### config.mk
export PLATFORM = sky130hd
export DESIGN_NAME = line_scan_decoder
export DESIGN_NICKNAME = d
export VERILOG_FILES = /design/src/rtl/line_scan_decoder.sv
export SDC_FILE = /design/constraint.sdc
export NUM_CORES = 1
export LEC_CHECK = 0
export BUFFER_PORTS_ARGS = -buffer_cell sky130_fd_sc_hd__buf_2
export CAP_MARGIN = 20
export CORE_MARGIN = 4
export CORE_UTILIZATION = 54
export DETAILED_ROUTE_END_ITERATION = 6
export HOLD_SLACK_MARGIN = 0.02
export PLACE_DENSITY = 0.81
export SETUP_SLACK_MARGIN = 0.3
export SLEW_MARGIN = 10
export SYNTH_ARGS = -nofsm -noshare
export SYNTH_HDL_FRONTEND = slang
export SYNTH_SLANG_ARGS = --single-unit
### constraint.sdc
create_clock -name clk -period 2.3 [get_ports clk]
set_clock_uncertainty 0.2 [all_clocks]
set_input_delay 0.23 -clock clk [delete_from_list [all_inputs] [get_ports clk]]
set_output_delay 0.23 -clock clk [all_outputs]
set_load 0.02 [all_outputs]
### src/rtl/line_scan_decoder.sv
// Direct N-to-2^N one-hot line decoder with a dwell-timed scan sequencer.
// Define LINE_SCAN_LOOP_EN for a continuously wrapping scan instead of one-shot.
module line_scan_decoder #(
   parameter int unsigned N       = 3,
   parameter int unsigned DWELL_W = 4
) (
   input  logic                 clk,
   input  logic                 rst_n,
   input  logic [N-1:0]         a,
   input  logic                 e,
   input  logic                 mode,
   input  logic                 start,
   input  logic [DWELL_W-1:0]   dwell,
   output logic [(1<<N)-1:0]    d,
   output logic [N-1:0]         cur,
   output logic                 busy,
   output logic                 done
);

   localparam int unsigned LINES = 1 << N;
   localparam logic [N-1:0] LAST = N'(LINES - 1);

   typedef enum logic [1:0] {IDLE, SCAN, FIN} state_t;

   state_t             state, state_nxt;
   logic [LINES-1:0]   d_nxt;
   logic [N-1:0]       cur_nxt;
   logic               busy_nxt, done_nxt;
   logic [DWELL_W-1:0] dcnt, dcnt_nxt;

   // State and registered outputs
   always_ff @(posedge clk or negedge rst_n) begin
      if (!rst_n) begin
         state <= IDLE;
         d     <= '0;
         cur   <= '0;
         busy  <= 1'b0;
         done  <= 1'b0;
         dcnt  <= '0;
      end else begin
         state <= state_nxt;
         d     <= d_nxt;
         cur   <= cur_nxt;
         busy  <= busy_nxt;
         done  <= done_nxt;
         dcnt  <= dcnt_nxt;
      end
   end

   // Next-state and next-output logic; d defaults low so at most one line is ever high
   always_comb begin
      state_nxt = state;
      d_nxt     = '0;
      cur_nxt   = cur;
      busy_nxt  = busy;
      done_nxt  = 1'b0;
      dcnt_nxt  = dcnt;
      case (state)
         IDLE: begin
            busy_nxt = 1'b0;
            if (!mode) begin
               cur_nxt = a;
               if (e) d_nxt = LINES'(1) << a;
            end else if (start && e) begin
               state_nxt = SCAN;
               cur_nxt   = '0;
               dcnt_nxt  = dwell;
               d_nxt     = LINES'(1);
               busy_nxt  = 1'b1;
            end
         end
         SCAN: begin
            if (!mode) begin
               // Abort: one blank cycle, then direct decode from IDLE
               state_nxt = IDLE;
               busy_nxt  = 1'b0;
            end else if (e) begin
               if (dcnt != '0) begin
                  dcnt_nxt = dcnt - DWELL_W'(1);
                  d_nxt    = LINES'(1) << cur;
               end else if (cur == LAST) begin
`ifdef LINE_SCAN_LOOP_EN
                  cur_nxt  = '0;
                  dcnt_nxt = dwell;
                  d_nxt    = LINES'(1);
                  done_nxt = 1'b1;
`else
                  state_nxt = FIN;
                  busy_nxt  = 1'b0;
                  done_nxt  = 1'b1;
`endif
               end else begin
                  cur_nxt  = cur + N'(1);
                  dcnt_nxt = dwell;
                  d_nxt    = LINES'(1) << (cur + N'(1));
               end
            end
            // e low: d stays low, cur and dcnt hold
         end
         FIN: begin
            state_nxt = IDLE;
            busy_nxt  = 1'b0;
         end
         default: begin
            state_nxt = IDLE;
            busy_nxt  = 1'b0;
         end
      endcase
   end

endmodule

==> impl_metrics.yaml <==
outcome:
  status: "finished clean"
clocking:
  clk_latency_ps: 300
  cts_buffers: 3
  clock-root-buffer: "clkbuf_4"
  clk_pin_slew_ps: 120
  cts_tree: "done"
  cts_sinks: 19
  h-tree-depth: 1
  clockBufferDepth: 2
floorplan:
  placementRows: 17
  fp.dieW_um: 56.07
  io_pins: 25
  dieArea_mm2: 0.003143
  start_util: 0.5639
  die_h_um: 56.07
  core_area_mm2: 0.002212
flow_run:
  maxCapViolations: 0
final_layout:
  fillers: 160
  synthToLayoutAreaGrowth_pct: 23.37
  antenna-diode-count: 0
  register_area_um2: 476.7
  drive_gt1_frac: 0.2882
  final_common_cell: "buf_2"
  multi_input_area_um2: 754.5
  mostFrequentLayoutCells: "buf_2 (24), dfrtp_1 (18), nor2_1 (12)"
  nets: 189
sta:
  setup_slack_ps: 278.3
  period_needed_ps: 2022
  max_freq_mhz: 494.6
  slew_violations: 0
  slew_headroom: 0.6975
  rsz0062_at_grt: "true"
  setup-violations-final: 0
  finalCritPeriodShare: 0.8790
  timing.hold.ws_ps: 79.92
  finalSetupTns_ps: 0
  worst_pin_slew_ps: 450.3
  hold_viol: 0
hold_path:
  hp-class: "in2reg"
power:
  leakage_nw: 0.7146
  internal-power_mw: 0.6452
  ir_drop_uv: 457.8
  combinationalPowerShare: 0.425
  p_seq_frac: 0.412
  power_mw: 1.073
  swShare: 0.3986
  clkPwrFrac: 0.164
  power_per_cell_area_mw_per_mm2: 697.2
  switchingPower_mw: 0.4277
global_route:
  grt_max_degree: 20
  grt_pass1_wl_mm: 5.775
  grt.total_usage: 0.2269
  global_route.overflow_total: 0
  antenna_found_initial: 0
  grt_pass1_vias: 1202
drt:
  wl_met2_mm: 1.607
  drc_errors: 0
  totalWireLength_mm: 3.592
  routed.top_layer: "met4"
  wl_met1_mm: 1.498
  ant_nets: 0
  via_per_inst: 6.571
  first_iter_violations: 80
  route.met3.wl_um: 402
  wl_per_cell_um: 18.14
  vias: 1301
  firstDrtPassIters: 5
placement:
  dpl.hpwl_mm: 2.405
  place.gp.congestion: 0.8845
  io_buffers: 24
  dp_slack_ps: 166.6
yosys:
  syn-instance-count: 136
  netlist_area_mm2: 0.001247
  yosys_warnings: 0
  yosys_register_bits: 19
  async_flop_share: 1.000
  synth-seq-area-share: 0.3811
  synth_edf_count: 0
  yosysUniqueCellTypes: 46
  syn_nets: 154
  avgSynthCellArea_um2: 9.172
  synth_ff_type: "dfrtp_1"
worst_setup_path:
  crit_fanout: 7
  worst-endpoint-arrival_ps: 2020
  required_ps: 2300
  start_kind: "register"
  worst-setup-path-type: "reg2reg"
  endpoint_kind: "register"
## state kept, by name, indices dropped and copies added, names as in the netlist
signal,flops
busy,1
dcnt,4
cur,3
state,2
done,1
d,8
## per-layer routing
metal / track usage / vias up
met2: 0.3523 / 99
met3: 0.03480 / 12
met5: 0 / -
li1: - / 584
met4: 0.05763 / 0
met1: 0.3281 / 606
## final timing paths
kind,from,end,slack (ps),cells after the start
setup / recovery,dcnt[0],dcnt[1],280,5
hold / removal,a[0],d[3],80,3
setup reg to reg,dcnt[0],dcnt[1],280,5
hold reg to reg,busy,busy,290,1
max in group asynchronous,rst_n,state[0],1370,2
min in group asynchronous,rst_n,dcnt[3],190,2
## metrics by stage
stage,instance area (um2),instances,util
floorplan,1247,136,-
global placement,1371,182,0.6199
detailed placement,1371,182,0.6199
CTS,1504,196,0.6799
global route,1539,198,0.6957
finish,1539,198,0.6957
## layout make-up
cell class | count | share of cell area
inverter | 7 | 0.01707
multi-input combinational | 104 | 0.4902
sequential | 19 | 0.3098
tap | 28 | 0.02276
timing repair buffer | 36 | 0.1431
clock buffer | 4 | 0.01707
## critical path, cell delays in order, from the launching register on
cell	delay, ps
dfrtp_1	430
inv_2	90
ha_4	140
or3b_4	440
o221ai_4	280
mux2_4	330
## cells by family after synthesis
kind of cell,after synthesis,share of synthesized area
adders and majority gates,6,0.06018
muxes,5,0.04213
DFF,19,0.3811
AOI/OAI and AO/OA,34,0.2106
and+or+nand+nor,58,0.2538
buffers and inverters,14,0.05216
## power by group through the flow
stage | Combinational (mW) | Sequential [mW] | Clock, mW
detailed placement | 0.348 | 0.438 | 0
CTS | 0.411 | 0.432 | 0.176
finish | 0.456 | 0.442 | 0.176
global placement | 0.343 | 0.437 | 0
global route | 0.494 | 0.449 | 0.197
floorplan | 0.263 | 0.437 | 0
## repair_timing
item | CTS | global route
hold endpoints to repair | 22 | 0
hold buffers | 4 | 0
setup buffers | 5 | 2
endpoints found under the setup margin | 7 | 11
pin swaps | 1 | 3
resized for setup | 3 | 7
gates cloned | 1 | 0
## cell usage after synthesis (2+ instances only)
| library cell | instances | area (um2) |
|---|---|---|
| o22ai_1 | 3 | 18.77 |
| nor4_1 | 3 | 18.77 |
| nor2b_1 | 4 | 25.02 |
| a32o_1 | 2 | 20.02 |
| o2bb2ai_1 | 2 | 17.52 |
| or3_1 | 3 | 18.77 |
| inv_1 | 7 | 26.28 |
| nand2b_1 | 2 | 12.51 |
| and3_1 | 2 | 12.51 |
| ha_1 | 6 | 75.07 |
| a22oi_1 | 3 | 22.52 |
| mux2i_1 | 3 | 30.03 |
| mux2_2 | 2 | 22.52 |
| a31oi_1 | 5 | 31.28 |
| a221o_1 | 2 | 20.02 |
| nand3_1 | 2 | 10.01 |
| nor2_1 | 12 | 45.04 |
| o221ai_1 | 3 | 26.28 |
| nand4_1 | 2 | 12.51 |
| nand2_1 | 12 | 45.04 |
| buf_2 | 4 | 20.02 |
| dfrtp_1 | 19 | 475.5 |
| a211oi_1 | 2 | 15.01 |
| o21ai_0 | 3 | 15.01 |
| clkbuf_1 | 2 | 7.510 |
| nand4b_1 | 2 | 17.52 |
| nor3_1 | 5 | 25.02 |
(Power assumes the default switching activity.)
